===== config.mk =====
export PLATFORM = sky130hd
export DESIGN_NAME = lsu_ctrl_flat
export DESIGN_NICKNAME = d
export VERILOG_FILES = /design/src/rtl/lsu_ctrl_if.sv /design/src/rtl/lsu_ctrl.sv /design/src/flat_wrapper.sv
export SDC_FILE = /design/constraint.sdc
export NUM_CORES = 1
export LEC_CHECK = 0
export CORE_ASPECT_RATIO = 1.2
export CORE_UTILIZATION = 51
export CTS_BUF_LIST = sky130_fd_sc_hd__clkbuf_2 sky130_fd_sc_hd__clkbuf_4 sky130_fd_sc_hd__clkbuf_8
export DETAILED_ROUTE_END_ITERATION = 10
export PLACE_DENSITY = 0.89
export SKIP_LAST_GASP = 1
export SLEW_MARGIN = 20
export SYNTH_ARGS = -nofsm -noshare
export SYNTH_HDL_FRONTEND = slang
export SYNTH_SLANG_ARGS = --single-unit

===== constraint.sdc =====
create_clock -name clk -period 4.4 [get_ports clk]
set_clock_uncertainty 0.15 [all_clocks]
set_input_delay 0.88 -clock clk [delete_from_list [all_inputs] [get_ports clk]]
set_output_delay 0.88 -clock clk [all_outputs]
set_load 0.02 [all_outputs]

===== src/rtl/lsu_ctrl_if.sv =====
// Purpose : bundles for the LSU request/response side and the data-memory side.
// Latency : none (wiring only).
// Backpress: request side uses req_valid/req_ready; memory side has no backpressure.
//
// lsu_req_if : pipeline MEM stage <-> lsu_ctrl
//   flush, req_valid, req_load, req_funct3, req_addr, req_wdata  (pipeline -> lsu)
//   req_ready, resp_valid, resp_data, resp_misalign, resp_fault  (lsu -> pipeline)
// lsu_mem_if : lsu_ctrl <-> data memory
//   mem_stall, mem_op, mem_addr, mem_wdata  (lsu -> memory)
//   mem_rdata                               (memory -> lsu, one cycle after access)

interface lsu_req_if;
    logic        flush;
    logic        req_valid;
    logic        req_ready;
    logic        req_load;
    logic [2:0]  req_funct3;
    logic [31:0] req_addr;
    logic [31:0] req_wdata;
    logic        resp_valid;
    logic [31:0] resp_data;
    logic        resp_misalign;
    logic        resp_fault;

    // master: the pipeline issuing requests
    modport master (
        output flush, req_valid, req_load, req_funct3, req_addr, req_wdata,
        input  req_ready, resp_valid, resp_data, resp_misalign, resp_fault
    );
    // slave: the load/store controller
    modport slave (
        input  flush, req_valid, req_load, req_funct3, req_addr, req_wdata,
        output req_ready, resp_valid, resp_data, resp_misalign, resp_fault
    );
endinterface

interface lsu_mem_if #(parameter int ADDR_W = 11);
    logic              mem_stall;
    logic [2:0]        mem_op;
    logic [ADDR_W-1:0] mem_addr;
    logic [31:0]       mem_wdata;
    logic [31:0]       mem_rdata;

    // master: the load/store controller driving the memory port
    modport master (
        output mem_stall, mem_op, mem_addr, mem_wdata,
        input  mem_rdata
    );
    // slave: the data memory
    modport slave (
        input  mem_stall, mem_op, mem_addr, mem_wdata,
        output mem_rdata
    );
endinterface


===== src/rtl/lsu_ctrl.sv =====
// Purpose : load/store initiator between MEM stage and a 1-cycle synchronous data memory.
// Latency : store/error resp at N+1, in-word load at N+2, word-crossing load at N+3.
// Backpress: one request in flight; req_ready low while a load is outstanding or flush is high.
//
// Ports:
//   clk, nrst : clock (rising edge), async active-low reset
//   req       : lsu_req_if.slave  - request/response handshake with the pipeline
//   mem       : lsu_mem_if.master - op/addr/wdata/stall to memory, rdata back
// Loads always read whole aligned words and extract lanes here; stores pass data
// unshifted and rely on the memory to place the byte/half lanes.

module lsu_ctrl #(
    parameter int ADDR_W         = 11,
    parameter bit MISALIGN_SPLIT = 1'b1
) (
    input  logic      clk,
    input  logic      nrst,
    lsu_req_if.slave  req,
    lsu_mem_if.master mem
);

    // memory op encodings (mem.vh)
    localparam logic [2:0] LOAD_WORD  = 3'b010;
    localparam logic [2:0] STORE_BYTE = 3'b100;
    localparam logic [2:0] STORE_HALF = 3'b101;
    localparam logic [2:0] STORE_WORD = 3'b110;

    typedef enum logic [1:0] {IDLE, LD0, LD1} state_t;

    state_t            r_state, w_state_nxt;
    logic [ADDR_W-1:0] r_word_addr;
    logic [1:0]        r_off;
    logic [2:0]        r_f3;
    logic              r_cross;
    logic [31:0]       r_lo;
    logic              r_resp_vld;
    logic [31:0]       r_resp_dat;
    logic              r_resp_mis;
    logic              r_resp_flt;

    logic              w_ready;
    logic              w_stall;
    logic [2:0]        w_op;
    logic [ADDR_W-1:0] w_addr;
    logic [31:0]       w_wdata;
    logic              w_resp_vld_nxt;
    logic [31:0]       w_resp_dat_nxt;
    logic              w_resp_mis_nxt;
    logic              w_resp_flt_nxt;
    logic              w_load_go;

    // request decode
    logic [1:0]        w_off;
    logic [2:0]        w_f3;
    logic              w_is_h;
    logic              w_is_w;
    logic              w_bad_f3;
    logic              w_oor;
    logic              w_unal;
    logic              w_cross;
    logic [ADDR_W:0]   w_next_word;
    logic              w_fault;
    logic              w_misalign;

    assign w_off  = req.req_addr[1:0];
    assign w_f3   = req.req_funct3;
    assign w_is_h = (w_f3[1:0] == 2'b01);
    assign w_is_w = (w_f3[1:0] == 2'b10);

    // 011/110/111 never legal; BU/HU encodings are load-only
    assign w_bad_f3 = (w_f3 == 3'b011) || (w_f3 == 3'b110) || (w_f3 == 3'b111) ||
                      (!req.req_load && w_f3[2]);
    assign w_oor    = |req.req_addr[31:ADDR_W];
    assign w_unal   = (w_is_h && w_off[0]) || (w_is_w && (w_off != 2'b00));
    // a half at offset 1 stays inside the word; only offset 3 spills over
    assign w_cross  = req.req_load && ((w_is_h && (w_off == 2'b11)) || (w_is_w && (w_off != 2'b00)));

    // carry out of the second word address means it lies beyond the memory
    assign w_next_word = {1'b0, req.req_addr[ADDR_W-1:2], 2'b00} + {{(ADDR_W-2){1'b0}}, 3'b100};

    assign w_fault    = w_oor || w_bad_f3 || (MISALIGN_SPLIT && w_cross && w_next_word[ADDR_W]);
    assign w_misalign = w_unal && (!req.req_load || !MISALIGN_SPLIT);

    // {hi,lo} shifted down to the requested byte, then sized and extended
    function automatic logic [31:0] extract(input logic [31:0] hi, input logic [31:0] lo,
                                            input logic [1:0] off, input logic [2:0] f3);
        logic [63:0] s;
        s = {hi, lo} >> {off, 3'b000};
        case (f3)
            3'b000:  return {{24{s[7]}}, s[7:0]};
            3'b001:  return {{16{s[15]}}, s[15:0]};
            3'b100:  return {24'h0, s[7:0]};
            3'b101:  return {16'h0, s[15:0]};
            default: return s[31:0];
        endcase
    endfunction

    always_comb begin
        w_state_nxt    = r_state;
        w_ready        = 1'b0;
        w_stall        = 1'b1;
        w_op           = LOAD_WORD;
        w_addr         = '0;
        w_wdata        = '0;
        w_resp_vld_nxt = 1'b0;
        w_resp_dat_nxt = '0;
        w_resp_mis_nxt = 1'b0;
        w_resp_flt_nxt = 1'b0;
        w_load_go      = 1'b0;
        case (r_state)
            IDLE: begin
                w_ready = !req.flush;
                if (req.req_valid && w_ready) begin
                    if (w_fault || w_misalign) begin
                        // rejected before touching memory; fault masks misalign
                        w_resp_vld_nxt = 1'b1;
                        w_resp_flt_nxt = w_fault;
                        w_resp_mis_nxt = !w_fault && w_misalign;
                    end else if (req.req_load) begin
                        w_stall     = 1'b0;
                        w_addr      = {req.req_addr[ADDR_W-1:2], 2'b00};
                        w_load_go   = 1'b1;
                        w_state_nxt = LD0;
                    end else begin
                        w_stall = 1'b0;
                        case (w_f3[1:0])
                            2'b00:   w_op = STORE_BYTE;
                            2'b01:   w_op = STORE_HALF;
                            default: w_op = STORE_WORD;
                        endcase
                        w_addr         = req.req_addr[ADDR_W-1:0];
                        w_wdata        = req.req_wdata;
                        w_resp_vld_nxt = 1'b1;
                    end
                end
            end
            LD0: begin
                if (req.flush) begin
                    w_state_nxt = IDLE;
                end else if (r_cross) begin
                    w_stall     = 1'b0;
                    w_addr      = r_word_addr + {{(ADDR_W-3){1'b0}}, 3'b100};
                    w_state_nxt = LD1;
                end else begin
                    w_resp_vld_nxt = 1'b1;
                    w_resp_dat_nxt = extract(32'h0, mem.mem_rdata, r_off, r_f3);
                    w_state_nxt    = IDLE;
                end
            end
            LD1: begin
                w_state_nxt = IDLE;
                if (!req.flush) begin
                    w_resp_vld_nxt = 1'b1;
                    w_resp_dat_nxt = extract(mem.mem_rdata, r_lo, r_off, r_f3);
                end
            end
            default: w_state_nxt = IDLE;
        endcase
    end

    always_ff @(posedge clk or negedge nrst) begin
        if (!nrst) begin
            r_state     <= IDLE;
            r_word_addr <= '0;
            r_off       <= '0;
            r_f3        <= '0;
            r_cross     <= 1'b0;
            r_lo        <= '0;
            r_resp_vld  <= 1'b0;
            r_resp_dat  <= '0;
            r_resp_mis  <= 1'b0;
            r_resp_flt  <= 1'b0;
        end else begin
            r_state    <= w_state_nxt;
            r_resp_vld <= w_resp_vld_nxt;
            r_resp_dat <= w_resp_dat_nxt;
            r_resp_mis <= w_resp_mis_nxt;
            r_resp_flt <= w_resp_flt_nxt;
            if (w_load_go) begin
                r_word_addr <= {req.req_addr[ADDR_W-1:2], 2'b00};
                r_off       <= w_off;
                r_f3        <= w_f3;
                r_cross     <= w_cross && MISALIGN_SPLIT;
            end
            // low word of a crossing load arrives while in LD0
            if (r_state == LD0) begin
                r_lo <= mem.mem_rdata;
            end
        end
    end

    assign req.req_ready     = w_ready;
    assign req.resp_valid    = r_resp_vld;
    assign req.resp_data     = r_resp_dat;
    assign req.resp_misalign = r_resp_mis;
    assign req.resp_fault    = r_resp_flt;

    assign mem.mem_stall = w_stall;
    assign mem.mem_op    = w_op;
    assign mem.mem_addr  = w_addr;
    assign mem.mem_wdata = w_wdata;

endmodule

===== src/flat_wrapper.sv =====
// flat-port wrapper written by rule: the top's interface ports become plain ports
module lsu_ctrl_flat 
#(
    parameter int ADDR_W         = 11,
    parameter bit MISALIGN_SPLIT = 1'b1
)
  (clk, nrst, req_flush, req_req_valid, req_req_load, req_req_funct3, req_req_addr, req_req_wdata, req_req_ready, req_resp_valid, req_resp_data, req_resp_misalign, req_resp_fault, mem_mem_stall, mem_mem_op, mem_mem_addr, mem_mem_wdata, mem_mem_rdata);
  lsu_req_if req_i ();
  lsu_mem_if #(.ADDR_W(ADDR_W)) mem_i ();
  input  logic clk;
  input  logic nrst;
  input wire logic [$bits(req_i.flush)-1:0] req_flush;
  input wire logic [$bits(req_i.req_valid)-1:0] req_req_valid;
  input wire logic [$bits(req_i.req_load)-1:0] req_req_load;
  input wire logic [$bits(req_i.req_funct3)-1:0] req_req_funct3;
  input wire logic [$bits(req_i.req_addr)-1:0] req_req_addr;
  input wire logic [$bits(req_i.req_wdata)-1:0] req_req_wdata;
  output wire logic [$bits(req_i.req_ready)-1:0] req_req_ready;
  output wire logic [$bits(req_i.resp_valid)-1:0] req_resp_valid;
  output wire logic [$bits(req_i.resp_data)-1:0] req_resp_data;
  output wire logic [$bits(req_i.resp_misalign)-1:0] req_resp_misalign;
  output wire logic [$bits(req_i.resp_fault)-1:0] req_resp_fault;
  output wire logic [$bits(mem_i.mem_stall)-1:0] mem_mem_stall;
  output wire logic [$bits(mem_i.mem_op)-1:0] mem_mem_op;
  output wire logic [$bits(mem_i.mem_addr)-1:0] mem_mem_addr;
  output wire logic [$bits(mem_i.mem_wdata)-1:0] mem_mem_wdata;
  input wire logic [$bits(mem_i.mem_rdata)-1:0] mem_mem_rdata;
  assign req_i.flush = req_flush;
  assign req_i.req_valid = req_req_valid;
  assign req_i.req_load = req_req_load;
  assign req_i.req_funct3 = req_req_funct3;
  assign req_i.req_addr = req_req_addr;
  assign req_i.req_wdata = req_req_wdata;
  assign req_req_ready = req_i.req_ready;
  assign req_resp_valid = req_i.resp_valid;
  assign req_resp_data = req_i.resp_data;
  assign req_resp_misalign = req_i.resp_misalign;
  assign req_resp_fault = req_i.resp_fault;
  assign mem_mem_stall = mem_i.mem_stall;
  assign mem_mem_op = mem_i.mem_op;
  assign mem_mem_addr = mem_i.mem_addr;
  assign mem_mem_wdata = mem_i.mem_wdata;
  assign mem_i.mem_rdata = mem_mem_rdata;
  lsu_ctrl #(.ADDR_W(ADDR_W), .MISALIGN_SPLIT(MISALIGN_SPLIT)) u_core (.clk(clk), .nrst(nrst), .req(req_i), .mem(mem_i));
endmodule

# Yosys cells after proc, flatten, opt, wreduce, memory -nomap -nowiden
# Cells that the tools add are included.
# Widths: inputs -> output; s select.
# op_classes
n_reduce_logical	26
eq_ne	14
addsub	2
muxes	49
shifts	2
# ops
op	n
$pmux 32 s4	2
$mux 32	7
$pmux 32 s2	1
$shr 64x5->32	1
$mux 11	4
$shr 32x5->32	1
$pmux 11 s2	1
$reduce_or 21->1	1
$mux 1	20
$add 11x3->12 const B	1
$eq 3x3->1 const B	4
$mux 2	6
$mux 3	4
$add 11x3->11 const B	1
$logic_and 1x1->1	9
$logic_or 1x1->1	8
$pmux 2 s2	2
$eq 2x2->1 const B	3
$eq 2x1->1 const B	2
$logic_not 2->1	2
$ne 2x2->1 const B	2
$eq 3x1->1 const B	1
$eq 3x2->1 const B	1
$logic_not 1->1	3
6 further kinds	6
# totals
regBits	84
word_cells	103
out_inout_bits	83

# Longest topological paths before layout
# depth
depth_word	11
depth_mapped	10
mapped_depth_nobuf	7

# Least setup slack after synthesis
# No wires, ideal clock.
# synth_path
path_kind	input to output
from	in req_req_addr[17]
to	out mem_mem_op[0]
required_ns	3.370
path_slack_ns	0.832
arrival_ns	2.538
path_stages	5
cell_sequence	nor4_2 nand3_1 nor3_4 nand4_4 nor4b_1
# synth_via
elab_chain_len	7
# synth_rtl
item	line	rtl
from (decl)	flat_wrapper.sv:16	input wire logic [$bits(req_i.req_addr)-1:0] req_req_addr;
$reduce_or 21->1	lsu_ctrl.sv:73	assign w_oor = |req.req_addr[31:ADDR_W];
$logic_or 1x1->1 (2 in series)	lsu_ctrl.sv:81	assign w_fault = w_oor || w_bad_f3 || (MISALIGN_SPLIT && w_cross && w_next_word[ADDR_W]);
$logic_or 1x1->1	lsu_ctrl.sv:114	if (w_fault || w_misalign) begin
$mux 3	lsu_ctrl.sv:114	
$mux 3	lsu_ctrl.sv:113	if (req.req_valid && w_ready) begin
$mux 3	lsu_ctrl.sv:110	case (r_state)
to (decl)	flat_wrapper.sv:24	output wire logic [$bits(mem_i.mem_op)-1:0] mem_mem_op;
# Every way passes these cells.

# Worst setup path after layout
# layout_path
from	in req_req_addr[17]
to	out mem_mem_op[1]
# The elaborated chain is that of the path after synthesis.

==> results summary <==
The flow ran to the end, and the final reports show no timing, DRC or antenna violations. The final weighted congestion of routability-driven global placement is 0.8687. In this run the static leakage power is 3.026 nW. In the final layout, the share of cells above drive strength 1 is 16.14%. The worst slew margin relative to its limit is 43.53%. The largest buffer count on any clock path is 2.

The estimated wirelength of the detail-placed design is 11,780 um. The number of buffers added on ports came out at 186. The number of library cell types mapped by synthesis came out at 50.

The standard cell core area is 10,210 um2. The net count after synthesis is 636. Setup repair after global routing left no endpoint under its margin. The final total power is 0.001479 W.

The die is 96.30 um wide. The via count of the first global-routing pass is 5,022. After detailed routing, the wire length on met1 is 6335 um. By count the netlist is led by sky130_fd_sc_hd__dfrtp_1 (84), sky130_fd_sc_hd__mux2_2 (50), sky130_fd_sc_hd__mux2i_1 (39). The remaining design rule violation count came out at 0. The number of flops mapped to enable cells by yosys is 0.

The slowest stage of the critical path belongs to the cell sky130_fd_sc_hd__clkdlybuf4s50_1. The synthesized area per cell is 10.33 um2. The H-tree depth is 3. The synthesized instance count came out at 527. The root buffer cell is sky130_fd_sc_hd__clkbuf_8. The post-synthesis to final-layout area growth came out at 39.20%. The delay contributed by the slowest stage of the critical path came out at 0.55 ns. The antenna violation net count after detailed routing came out at 0.

After synthesis, the largest area contributor takes up 38.63% of total cell area. The nature of the critical path endpoint is an output port. The synthesized area is 5441 um2. The average via count per standard cell came out at 6.029. The floorplan has 40 rows. Static timing analysis puts the maximum clock frequency at 233.6 MHz. 187 I/O pins were placed. sky130_fd_sc_hd__dfrtp_1 is the most common cell in the netlist.

0 antenna diodes ended up in the layout. The largest net degree at the start of global routing came out at 85. The sum of routed wire length over all layers came out at 16,400 um. The type of element launching the critical path is an input port.

The standard cell area after detailed placement is 7378 um2. The min-delay analysis places its worst path in the category register to register. The summed negative setup slack over all endpoints came out at 0 ns. The number of pins exceeding their max-slew limit in the final report came out at 0. The routed wirelength normalized by instance count came out at 19.85 um. The leading register cell type out of synthesis is sky130_fd_sc_hd__dfrtp_1.

Sorting the synthesized cells by area gives the leading types as sky130_fd_sc_hd__dfrtp_1 (39%), sky130_fd_sc_hd__mux2_2 (10%), sky130_fd_sc_hd__mux2i_1 (7.2%). The async set-reset flop share out of synthesis is 100.0%. The detailed router's first-iteration violation count came out at 283.

The total overflow left after global routing is 0. The final setup violation count is 0. CTS saw 84 sinks.

The data required time at the worst endpoint is 3.37 ns. Buffers inserted during clock tree synthesis total 9. The share of the clock period used by the worst path after layout came out at 97.30%. The number of detailed-routing iterations run before antenna repair came out at 5. From bottom edge to top edge, the die measures 115.2 um. The number of antenna violations at the first check in global routing came out at 0. The maximum fanout along the worst path is 46.

The total via count after detailed routing came out at 4,980. The clock latency at the later pin of the worst-skew pair came out at 0.37 ns. TritonCTS built the clock tree. The global routing usage summed across all routing layers came out at 29.99%. The global-route wire length before repair is 25,210 um. The routed length on met3 is 1188 um. Counting stages on the worst path, the most repeated cell is sky130_fd_sc_hd__clkdlybuf4s50_1. After routing the design area is 7575 um2.

The transition time at the pin with the least slew margin is 0.8471 ns. The largest vdd supply drop came out at 116.9 uV. Once layout is complete, the utilization of the core stands at 74.19%. Sequential elements use 38.63% of the synthesized area. The number of endpoints with negative hold slack in the final report is 0. The data arrival time of the critical path is 3.25 ns. The signal on the critical path passes through clkdlybuf4s50_1, nor4_2, nand3_1, nor3_4, nand4_4, buf_12, or3_1, clkdlybuf4s50_1.

Once the floorplan was initialized, standard cells occupied 53.30% of the core. The cell taking the most area after synthesis is sky130_fd_sc_hd__dfrtp_1. The area of the die is 11,090 um2. The detailed router used layers up to and including met4.

Detailed routing placed a total of 8572 um of wire on met2. After the last flow step, the layout net total stands at 804. After clock tree synthesis, the setup repair step added 0 buffers. The power per standard cell area is 195.2 nW/um2. The clock transition at the registers of the reported paths is 0.07 ns. During synthesis, Yosys emitted a total of 0 warnings. The final critical path time including I/O delays and setup is 4.281 ns. The critical path is of the input port to output port type.

The number of synthesized register bits came out at 84. The tool flagged a number of max-cap violations equal to 0.
-- final timing paths --
check	startpoint	end	slack, ns	cells past startpoint
max reg2reg	u_core.r_off[0]	u_core.req.resp_data[26]	1.41	5
min in group asynchronous	nrst	u_core.req.resp_data[2]	0.41	1
max	req_req_addr[17]	mem_mem_op[1]	0.12	8
max in group asynchronous	nrst	u_core.r_off[1]	3.15	1
min reg2reg	u_core.r_lo[4]	u_core.r_lo[4]	0.36	1
min	u_core.r_lo[4]	u_core.r_lo[4]	0.36	1
-- cells by family after synthesis --
logic type	synth area share, %
compound gates	13.36
xor+xnor	1.127
flops	38.63
simple gates	15.84
mux	24.97
fa+ha+maj	1.150
buf+inv	4.921
-- per-layer routing --
layer	vias up	GRT usage (%)
met4	0	11.86
met3	25	6.746
met1	2444	35.72
met2	235	52.10
li1	2276	-
met5	-	0
-- area by class of cell --
cell class	instances	area [um2]
Fill cell	705	2635
Multi-Input combinational cell	383	3078
Tap cell	126	157.7
Sequential cell	84	2105
Inverter	16	60.06
Timing Repair Buffer	201	1991
Clock buffer	12	158.9
Clock inverter	4	25.02
-- registers in the layout, indices dropped and copies added, names as in the netlist --
register and count:
u_core.r_off 2, u_core.r_cross 1, u_core.req.resp_data 32, u_core.req.resp_misalign 1
u_core.r_lo 32, u_core.req.resp_valid 1, u_core.req.resp_fault 1, u_core.r_f3 3
u_core.r_word_addr 9, u_core.r_state 2
-- worst max-delay path: cells and delay by family --
kind                   cells  cell delay (ns)
AND/OR/NAND/NOR            5             1.19
buffers and inverters      3             1.17
-- power by group --
group          leakage (nW)  switching, W  total, W  internal (W)
clock                0.0918      0.000287  0.000527      0.000240
sequential             1.17   0.000000236  0.000772      0.000772
combinational          1.77     0.0000743  0.000180      0.000105
-- stage by stage --
step | setup WS [ns] | hold WS [ns] | std cells
2_1_floorplan | 0.8321 | 0.3299 | 527
3_3_place_gp | 0.1219 | 0.3373 | 810
3_5_place_dp | 0.06352 | 0.3449 | 810
4_1_cts | 0.03354 | 0.3663 | 826
5_1_grt | 0.005250 | 0.3930 | 826
6_report | 0.1188 | 0.3645 | 826
-- cell usage in the layout, fill, tap and decap left out, types with 3 or more instances in the layout --
cell type / count
sky130_fd_sc_hd__a211oi_1: 23
sky130_fd_sc_hd__a21oi_1: 29
sky130_fd_sc_hd__a2bb2oi_1: 7
sky130_fd_sc_hd__and2_1: 7
sky130_fd_sc_hd__and3_1: 3
sky130_fd_sc_hd__buf_4: 14
sky130_fd_sc_hd__clkbuf_8: 11
sky130_fd_sc_hd__clkdlybuf4s50_1: 184
sky130_fd_sc_hd__dfrtp_1: 82
sky130_fd_sc_hd__ha_1: 5
sky130_fd_sc_hd__inv_1: 16
sky130_fd_sc_hd__mux2_2: 50
sky130_fd_sc_hd__mux2_4: 9
sky130_fd_sc_hd__mux2i_1: 39
sky130_fd_sc_hd__mux4_2: 12
sky130_fd_sc_hd__nand2_1: 21
sky130_fd_sc_hd__nand2b_1: 5
sky130_fd_sc_hd__nand3_1: 7
sky130_fd_sc_hd__nor2_1: 33
sky130_fd_sc_hd__nor2b_1: 12
sky130_fd_sc_hd__nor3_1: 3
sky130_fd_sc_hd__nor3b_1: 35
sky130_fd_sc_hd__nor4_1: 3
sky130_fd_sc_hd__o21ai_0: 27
sky130_fd_sc_hd__o22ai_1: 17
sky130_fd_sc_hd__xnor2_1: 3
sky130_fd_sc_hd__xor2_1: 4
-- repair_timing --
item / 4_1_cts / 5_1_grt
gates resized for setup: 0 / 2
hold buffers: 0 / 0
endpoints found under the setup margin: 0 / 3
Note: power is estimated with default switching activity, not from simulation.
